[src/rtl/bit_deserializer.sv]
// Bit-serial to word-parallel converter with a one-word holding register
// and a valid/ready handshake toward the downstream word register.
module bit_deserializer #(
    parameter int unsigned WIDTH     = 16,
    parameter bit          MSB_FIRST = 1'b1
) (
    input  logic             clk,
    input  logic             rst_n,
    input  logic             clear,
    input  logic             in,
    input  logic             in_valid,
    output logic             in_ready,
    output logic [WIDTH-1:0] out,
    output logic             out_valid,
    input  logic             out_ready,
    output logic [4:0]       bit_count
);

    localparam int unsigned CW = 5;
    localparam logic [CW-1:0] LAST_IDX = CW'(WIDTH - 1);

    logic [WIDTH-1:0] shift;
    logic [WIDTH-1:0] next_shift;
    logic             last_bit;
    logic             accept;
    logic             load;

    // Stall only when the completing bit would find the holding register occupied.
    assign last_bit = (bit_count == LAST_IDX);
    assign in_ready = !(out_valid && !out_ready && last_bit);
    assign accept   = in_valid && in_ready && !clear;
    assign load     = accept && last_bit;

    // Bit placement within the partial word.
    always_comb begin
        next_shift = shift;
        if (MSB_FIRST) begin
            next_shift = {shift[WIDTH-2:0], in};
        end else begin
            next_shift = {in, shift[WIDTH-1:1]};
        end
    end

    // Partial-word assembly; clear discards it but leaves the held word alone.
    always_ff @(posedge clk) begin
        if (!rst_n) begin
            shift     <= '0;
            bit_count <= '0;
        end else if (clear) begin
            bit_count <= '0;
        end else if (accept) begin
            shift <= next_shift;
            if (last_bit) begin
                bit_count <= '0;
            end else begin
                bit_count <= bit_count + CW'(1);
            end
        end
    end

    // Holding register: a same-edge consume and load keeps out_valid high.
    always_ff @(posedge clk) begin
        if (!rst_n) begin
            out       <= '0;
            out_valid <= 1'b0;
        end else if (load) begin
            out       <= next_shift;
            out_valid <= 1'b1;
        end else if (out_ready) begin
            out_valid <= 1'b0;
        end
    end

endmodule

[config.mk]
export PLATFORM = sky130hd
export DESIGN_NAME = bit_deserializer
export DESIGN_NICKNAME = d
export VERILOG_FILES = /design/src/rtl/bit_deserializer.sv
export SDC_FILE = /design/constraint.sdc
export NUM_CORES = 1
export LEC_CHECK = 0
export CAP_MARGIN = 20
export CORE_UTILIZATION = 40
export DETAILED_ROUTE_END_ITERATION = 16
export SYNTH_ARGS = -nofsm -noshare
export SYNTH_HDL_FRONTEND = slang
export SYNTH_SLANG_ARGS = --single-unit
[constraint.sdc]
create_clock -name clk -period 1.6 [get_ports clk]
set_input_delay 0.32 -clock clk [delete_from_list [all_inputs] [get_ports clk]]
set_output_delay 0.32 -clock clk [all_outputs]
set_load 0.02 [all_outputs]
After elaboration in Yosys (flattened, before gate mapping)
Cells that the tools add are included.
{ "totals": {"out_inout_bits": 23, "reg_bits": 37, "word_cells": 22} }
{ "op_classes": {"n_mux": 3, "reduce_logical": 11, "bitwise": 2, "add_sub_neg": 1, "eq_ne": 1} }
{ "op_table": {"columns": ["operator", "count"], "rows": [
  ["adder 5 x 1 -> 5 bit, second input constant", 1],
  ["== test 5 x 4 -> 1 bit, second input constant", 1],
  ["logical AND 1 bit", 5],
  ["2-to-1 mux 5 bit", 1],
  ["zero test 1 bit", 3],
  ["2-to-1 mux 1 bit", 2],
  ["inverter 1 bit", 2],
  ["AND reduction 2 bit", 1],
  ["nonzero test 2 bit", 1],
  ["OR reduction 2 bit", 1]
]} }

Longest topological paths before layout
Gate-level depths: netlist (run 1).
{ "logic_depth": {"word_depth": 8, "ltp_mapped": 6, "ltp_nobuf": 4} }

Worst setup path before layout (run 1)
Ideal clock, no wire load.
{ "synth_path": {"path_kind": "reg-to-output", "startpoint": "register bit_count[1]", "endpoint": "output port in_ready", "path_stages_with_launch": 6, "path_slack_ns": -0.086, "arrival_time_ns": 1.366, "required_ns": 1.280, "path_cell_list": "dfxtp_1 > ha_1 > and4b_4 > buf_6 > buf_6 > nand2_1"} }
{ "synth_via": {"elab_chain_len": 3} }
{ "synth_lines": {"columns": ["item", "line", "source"], "rows": [
  ["start, declared", "16", "output logic [4:0] bit_count"],
  ["start signal, assigned", "56", "bit_count <= bit_count + CW'(1);"],
  ["== test 5 x 4 -> 1 bit", "29", "assign last_bit = (bit_count == LAST_IDX);"],
  ["logical AND 1 bit", "30", "assign in_ready = !(out_valid && !out_ready && last_bit);"],
  ["zero test 1 bit", "30", null],
  ["end, declared", "12", "output logic in_ready,"]
]} }
No other way between the ends.

Worst setup path after layout (run 1)
{ "layout_path": {"startpoint": "register out[8]", "endpoint": "output port out[8]"} }
{ "layout_rtl": {"columns": ["item", "line", "source"], "rows": [
  ["start, declared", "13", "output logic [WIDTH-1:0] out,"],
  ["start signal, assigned", "67", "out <= next_shift;"]
]} }
No word-level cell between the ends.

==> metrics.txt, run 1 <==
register area share after synthesis 46.6%; crit-path cells clkdlybuf4s50_1; Fmax 644 MHz; Post-Route WL 3.64 mm; gr usage total 18.8%; mux cell area share after synthesis 10.7%; Max-cap violations 0; cts hold-fix bufs 0; vias in the first global route 1302; Pwr Total 1.74 mW; Setup Slack @ Placement -351 ps; final setup skew 7.69 ps; dpl hpwl 2.62 mm; Area contributors post-synth dfxtp_1 (47%), mux2i_1 (11%), o31ai_1 (7.6%); drt pass-1 iters 5; Slew Limit Fails 0; Synth Register Bits 37; Hold Fails Final Rpt 0; Post-Syn Instances 163; post-CTS setup buffers 0; DRC Markers 0; Data required, critical path 1280 ps; P per Cell Area 796 nW/um^2; Peak VDD IR 422 uV; Slew headroom 83.7%; simple-gate share of the synthesized area 18.3%; Initial DRC Count 70; clk sinks 37; first-pass GRT wire length 6.00 mm; # fillers 332; number of flops mapped to enable cells by yosys 0; post-synthesis xor/xnor area fraction 0%; CP startpoint kind flop; fin cells 253; Worst path max stage delay 610 ps; CTS tree done; starting density of the core 42.4%; worst setup margin 47.1 ps; crit end category output pin; Vias 1365; ys async rst share 0%; Period minus WS final 1550 ps; initial antenna violation count 0; Area Overhead vs Synth 38.0%; r2r setup slk 80 ps; Crit Path Max Fanout 2; core box area 3740 um^2; largest family of logic cells by synthesized area simple AND/OR/NAND/NOR gates; number of I/O pins 29; status finished, final reports clean; htree depth 2; Final nets 211; clock-pin slew on the worst setup and hold paths 70 ps; Yosys cell types 28; DR vias/cell 5.40; Bufs and invs on worst path 1; Final ANT Viol Nets 0; Mapped Avg Cell Area 9.75 um^2; Hold/Removal Path Class reg -> reg; Yosys top cell area share 46.6%; adder-cell area share of the yosys netlist 0.787%; die area 4230 um^2; Avg WL per Cell 14.4 um; Inserted Diodes 0; worst-skew pair later-pin latency 290 ps; warnings from Yosys 0; crit path DAT 1230 ps; WS Path Type reg -> out; Die X 65.0 um; worst slew pin tran 243 ps; largest net degree at the start of global routing 21; period utilization 97.1%; Worst path slowest cell clkdlybuf4s50_1; Root Driver clkbuf_8; GR Overflow Total 0; Routability Congestion 0.724; Synth Area in Compound Gates 16.9%; num rows 22; final setup vio count 0; CTS Buffer Depth 2; clock buffer count from CTS 5; Die Y 65.0 um; syn nets 170; Post-Syn Area 1590 um^2; layout cells sized above 1 18.5%; CP delay by family, top buffers and inverters; area leader, netlist dfxtp_1; dpl cells 244; Leak 0.878 nW; Port-buffer cells 28; ys flop type dfxtp_1
kinds of logic after synthesis:
logic type / Yosys count
flops: 37
fa+ha+maj: 1
mux: 17
buf+inv: 17
simple gates: 51
compound gates: 40
metal layers:
metal | routed length, um | track usage, % | up-vias | part of all wire [%]
li1 | - | - | 685 | -
met1 | 1590 | 22.5 | 640 | 44
met2 | 1830 | 32.0 | 35 | 50
met3 | 180 | 5.81 | 5 | 4.9
met4 | 43 | 5.71 | 0 | 1.2
met5 | 0 | 0 | - | 0
layout make-up:
cell class / instances / area, um^2 / share of cell area (%)
clock buffers: 7 / 96.3 / 4.39
inverters: 1 / 3.75 / 0.171
repair buffers: 50 / 529 / 24.1
well taps: 48 / 60.1 / 2.74
clock inverters: 1 / 5.00 / 0.228
multi-input cells: 109 / 754 / 34.4
flip-flops and latches: 37 / 743 / 33.9
cell usage in the layout, fill, tap and decap left out, types with 2 or more instances in the layout:
master           count
a21oi_1             17
and2b_1              3
buf_12               4
buf_4               15
buf_6                2
clkbuf_8             7
clkdlybuf4s50_1     18
dfxtp_1             35
dfxtp_2              2
dlygate4sd2_1        5
dlymetal6s2s_1       4
mux2i_1             17
nand2_1             21
nand2b_1             3
nand3_1              2
nand4_1             16
o31ai_1             16
cells in the mapped netlist, types with 2 or more instances:
| cell | instances |
|---|---|
| dfxtp_1 | 37 |
| nand2_1 | 21 |
| a21oi_1 | 17 |
| mux2i_1 | 17 |
| nand4_1 | 16 |
| o31ai_1 | 16 |
| buf_2 | 7 |
| clkbuf_1 | 5 |
| and2b_1 | 3 |
| buf_6 | 3 |
| nand2b_1 | 3 |
| nand3_1 | 2 |
repair_timing:
action / 4_1_cts / 5_1_grt
pin swaps: 0 / 3
endpoints found under the setup margin: 7 / 20
hold endpoints to repair: 0 / 0
resized for setup: 9 / 11
gates cloned: 0 / 1
through the flow:
step           instance area (um^2)  util, %  hold WS, ps  TNS (ps)
3_5_place_dp                   2040     54.4          459     -5000
5_1_grt                        2190     58.6          488     -2.17
2_1_floorplan                  1590        -          385         0
3_3_place_gp                   2040     54.4          449     -4150
4_1_cts                        2130     56.8          468     -13.6
6_report                       2190     58.6          466         0
final timing paths:
kind	start	endpoint	cells past startpoint
setup / recovery	out[8]	out[8]	1
hold / removal	out[14]	out[14]	2
setup reg to reg	bit_count[1]	shift[14]	6
hold reg to reg	out[14]	out[14]	2
sequential cells by signal, indices dropped and copies added (netlist names):
name and flops:
bit_count 5, out 16, out_valid 1, shift 15
worst min-delay path, delay by kind of cell, from the launching register on:
kind / cells / cell delay [ps]
DFF: 1 / 310
AOI/OAI and AO/OA: 2 / 120
power breakdown:
part,internal (mW),switching (mW)
Combinational,0.0597,0.0583
Clock,0.389,0.312
Sequential,0.924,0.00201
(Power assumes the default switching activity.)
==> run 2, diff against run 1 <==
==> constraint.sdc (replaced) <==
create_clock -name clk -period 1.68 [get_ports clk]
set_input_delay 0.336 -clock clk [delete_from_list [all_inputs] [get_ports clk]]
set_output_delay 0.336 -clock clk [all_outputs]
set_load 0.02 [all_outputs]
==> run 2 against run 1 <==
Die area is the same. Routed wire length grew 3.6%. First-iteration DRC count shrank 5.7%. Combinational power shrank 8%. Total power shrank 7.5%. Final area shrank 2.5%.
==> metrics.txt, run 2 (synthesis results as in run 1) <==
Port-buffer cells 28; Hold Path Origin shift[14]; Final Util 57.1%; worst-skew pair later-pin latency 290 ps; Biggest register out; setup TNS 0 ps; routing usage on met3 5.28%; final setup skew 4.24 ps; Peak VDD IR 478 uV; GR peak layer met2; dpl hpwl 2.56 mm; starting density of the core 42.4%; clk sinks 37; Fmax 618 MHz; Comb power frac 6.8%; CTS tree done; drt pass-1 iters 4; period utilization 96.4%; Final ANT Viol Nets 0; crit path DAT 1280 ps; Worst path slowest cell clkdlybuf4s50_1; die area 4230 um^2; GR Overflow Total 0; gr usage total 20.2%; Clock Power Share 38.6%; Slew Limit Fails 0; DR vias/cell 5.65; Avg WL per Cell 15.2 um; core box area 3740 um^2; CP Launch Point bit_count[4]; Initial DRC Count 66; number of I/O pins 29; htree depth 2; Inserted Diodes 0; Root Driver clkbuf_8; vias in the first global route 1385; hold_ws 465 ps; Bufs and invs on worst path 1; Slew headroom 82.6%; post-CTS setup buffers 0; max reg flops 16; Area Overhead vs Synth 34.6%; DRC Markers 0; Final nets 207; P per Cell Area 755 nW/um^2; Die X 65.0 um; Int Power 1.26 mW; crit-path cells clkdlybuf4s50_1; Vias 1400; initial antenna violation count 0; Period minus WS final 1620 ps; sw frac 22.0%; Hold/Removal Path Class reg -> reg; P_sw 0.355 mW; most frequent cells in the layout dfxtp_1 (35), clkdlybuf4s50_1 (23), nand2_1 (21), a21oi_1 (17), mux2i_1 (17); Crit Path Max Fanout 4; Top Registers out: 16 flops, shift: 15 flops, bit_count: 5 flops; num rows 22; Post-Route WL 3.78 mm; Max-cap violations 0; Worst path max stage delay 620 ps; layout cells sized above 1 16.0%; status finished, final reports clean; clock-pin slew on the worst setup and hold paths 70 ps; largest net degree at the start of global routing 22; Die Y 65.0 um; Hold Fails Final Rpt 0; r2r startpoint bit_count[0]; CP delay by family, top buffers and inverters; met2 Resource Use GR 34.2%; most common cell after layout, fill and taps aside dfxtp_1; final setup vio count 0; CP startpoint kind flop; first-pass GRT wire length 6.46 mm; Routability Congestion 0.753; CTS Buffer Depth 2; Leak 0.793 nW; Reg power frac 54.6%; met1 Use GR 24.1%; WS Path Type reg -> out; Pwr Total 1.61 mW; Data required, critical path 1340 ps; crit end category output pin; clock buffer count from CTS 5; worst slew pin tran 261 ps; RSZ-0062 raised after global routing false
-- run 2: cell count changes in the layout (fill, tap and decap cells not counted), sizes merged --
cell           change
buf                -4
clkdlybuf4s50      +5
clkinv             -1
dlygate4sd2        -3
dlymetal6s2s       -2
-- run 2: cell type report --
cell class / count / area, um^2
Clock buffer: 7 / 86.3
Fill cell: 357 / 1610
Inverter: 1 / 3.75
Multi-Input combinational cell: 109 / 754
Sequential cell: 37 / 743
Tap cell: 48 / 60.1
Timing Repair Buffer: 46 / 490
-- run 2: layer usage --
metal	wire [um]	share of wire (%)	up-vias
met4	70	1.9	0
li1	-	-	677
met3	180	4.8	7
met1	1690	45	675
met5	0	0	-
met2	1840	49	41
-- run 2: path summary, 6_finish.rpt --
kind / slack (ps) / endpoint / depth (start not counted)
worst max-delay path: 60 / bit_count[4] / 1
worst min-delay path: 470 / shift[14] / 2
worst max register to register: 150 / shift[2] / 6
worst min register to register: 470 / shift[14] / 2
-- run 2: what timing repair did --
item,in CTS,in global routing
resized for setup,6,7
cloned,0,1
hold buffers,0,0
endpoints found under the setup margin,3,7
pin swaps,0,2
-- run 2: stage by stage --
step / cell area, um^2 / setup slack, ps / cells
4_1_cts: 2090 / 2.68 / 247
6_report: 2140 / 61.2 / 248
5_1_grt: 2140 / 8.44 / 248
3_5_place_dp: 2010 / -304 / 240
2_1_floorplan: 1590 / 92.5 / 163
3_3_place_gp: 2010 / -306 / 240
-- run 2: power by group through the flow --
stage,Clock [mW],Sequential [mW],Combinational [mW]
2_1_floorplan,0,0.903,0.0563
4_1_cts,0.636,0.881,0.103
3_5_place_dp,0,0.901,0.103
5_1_grt,0.678,0.881,0.118
6_report,0.623,0.882,0.109
3_3_place_gp,0,0.901,0.101
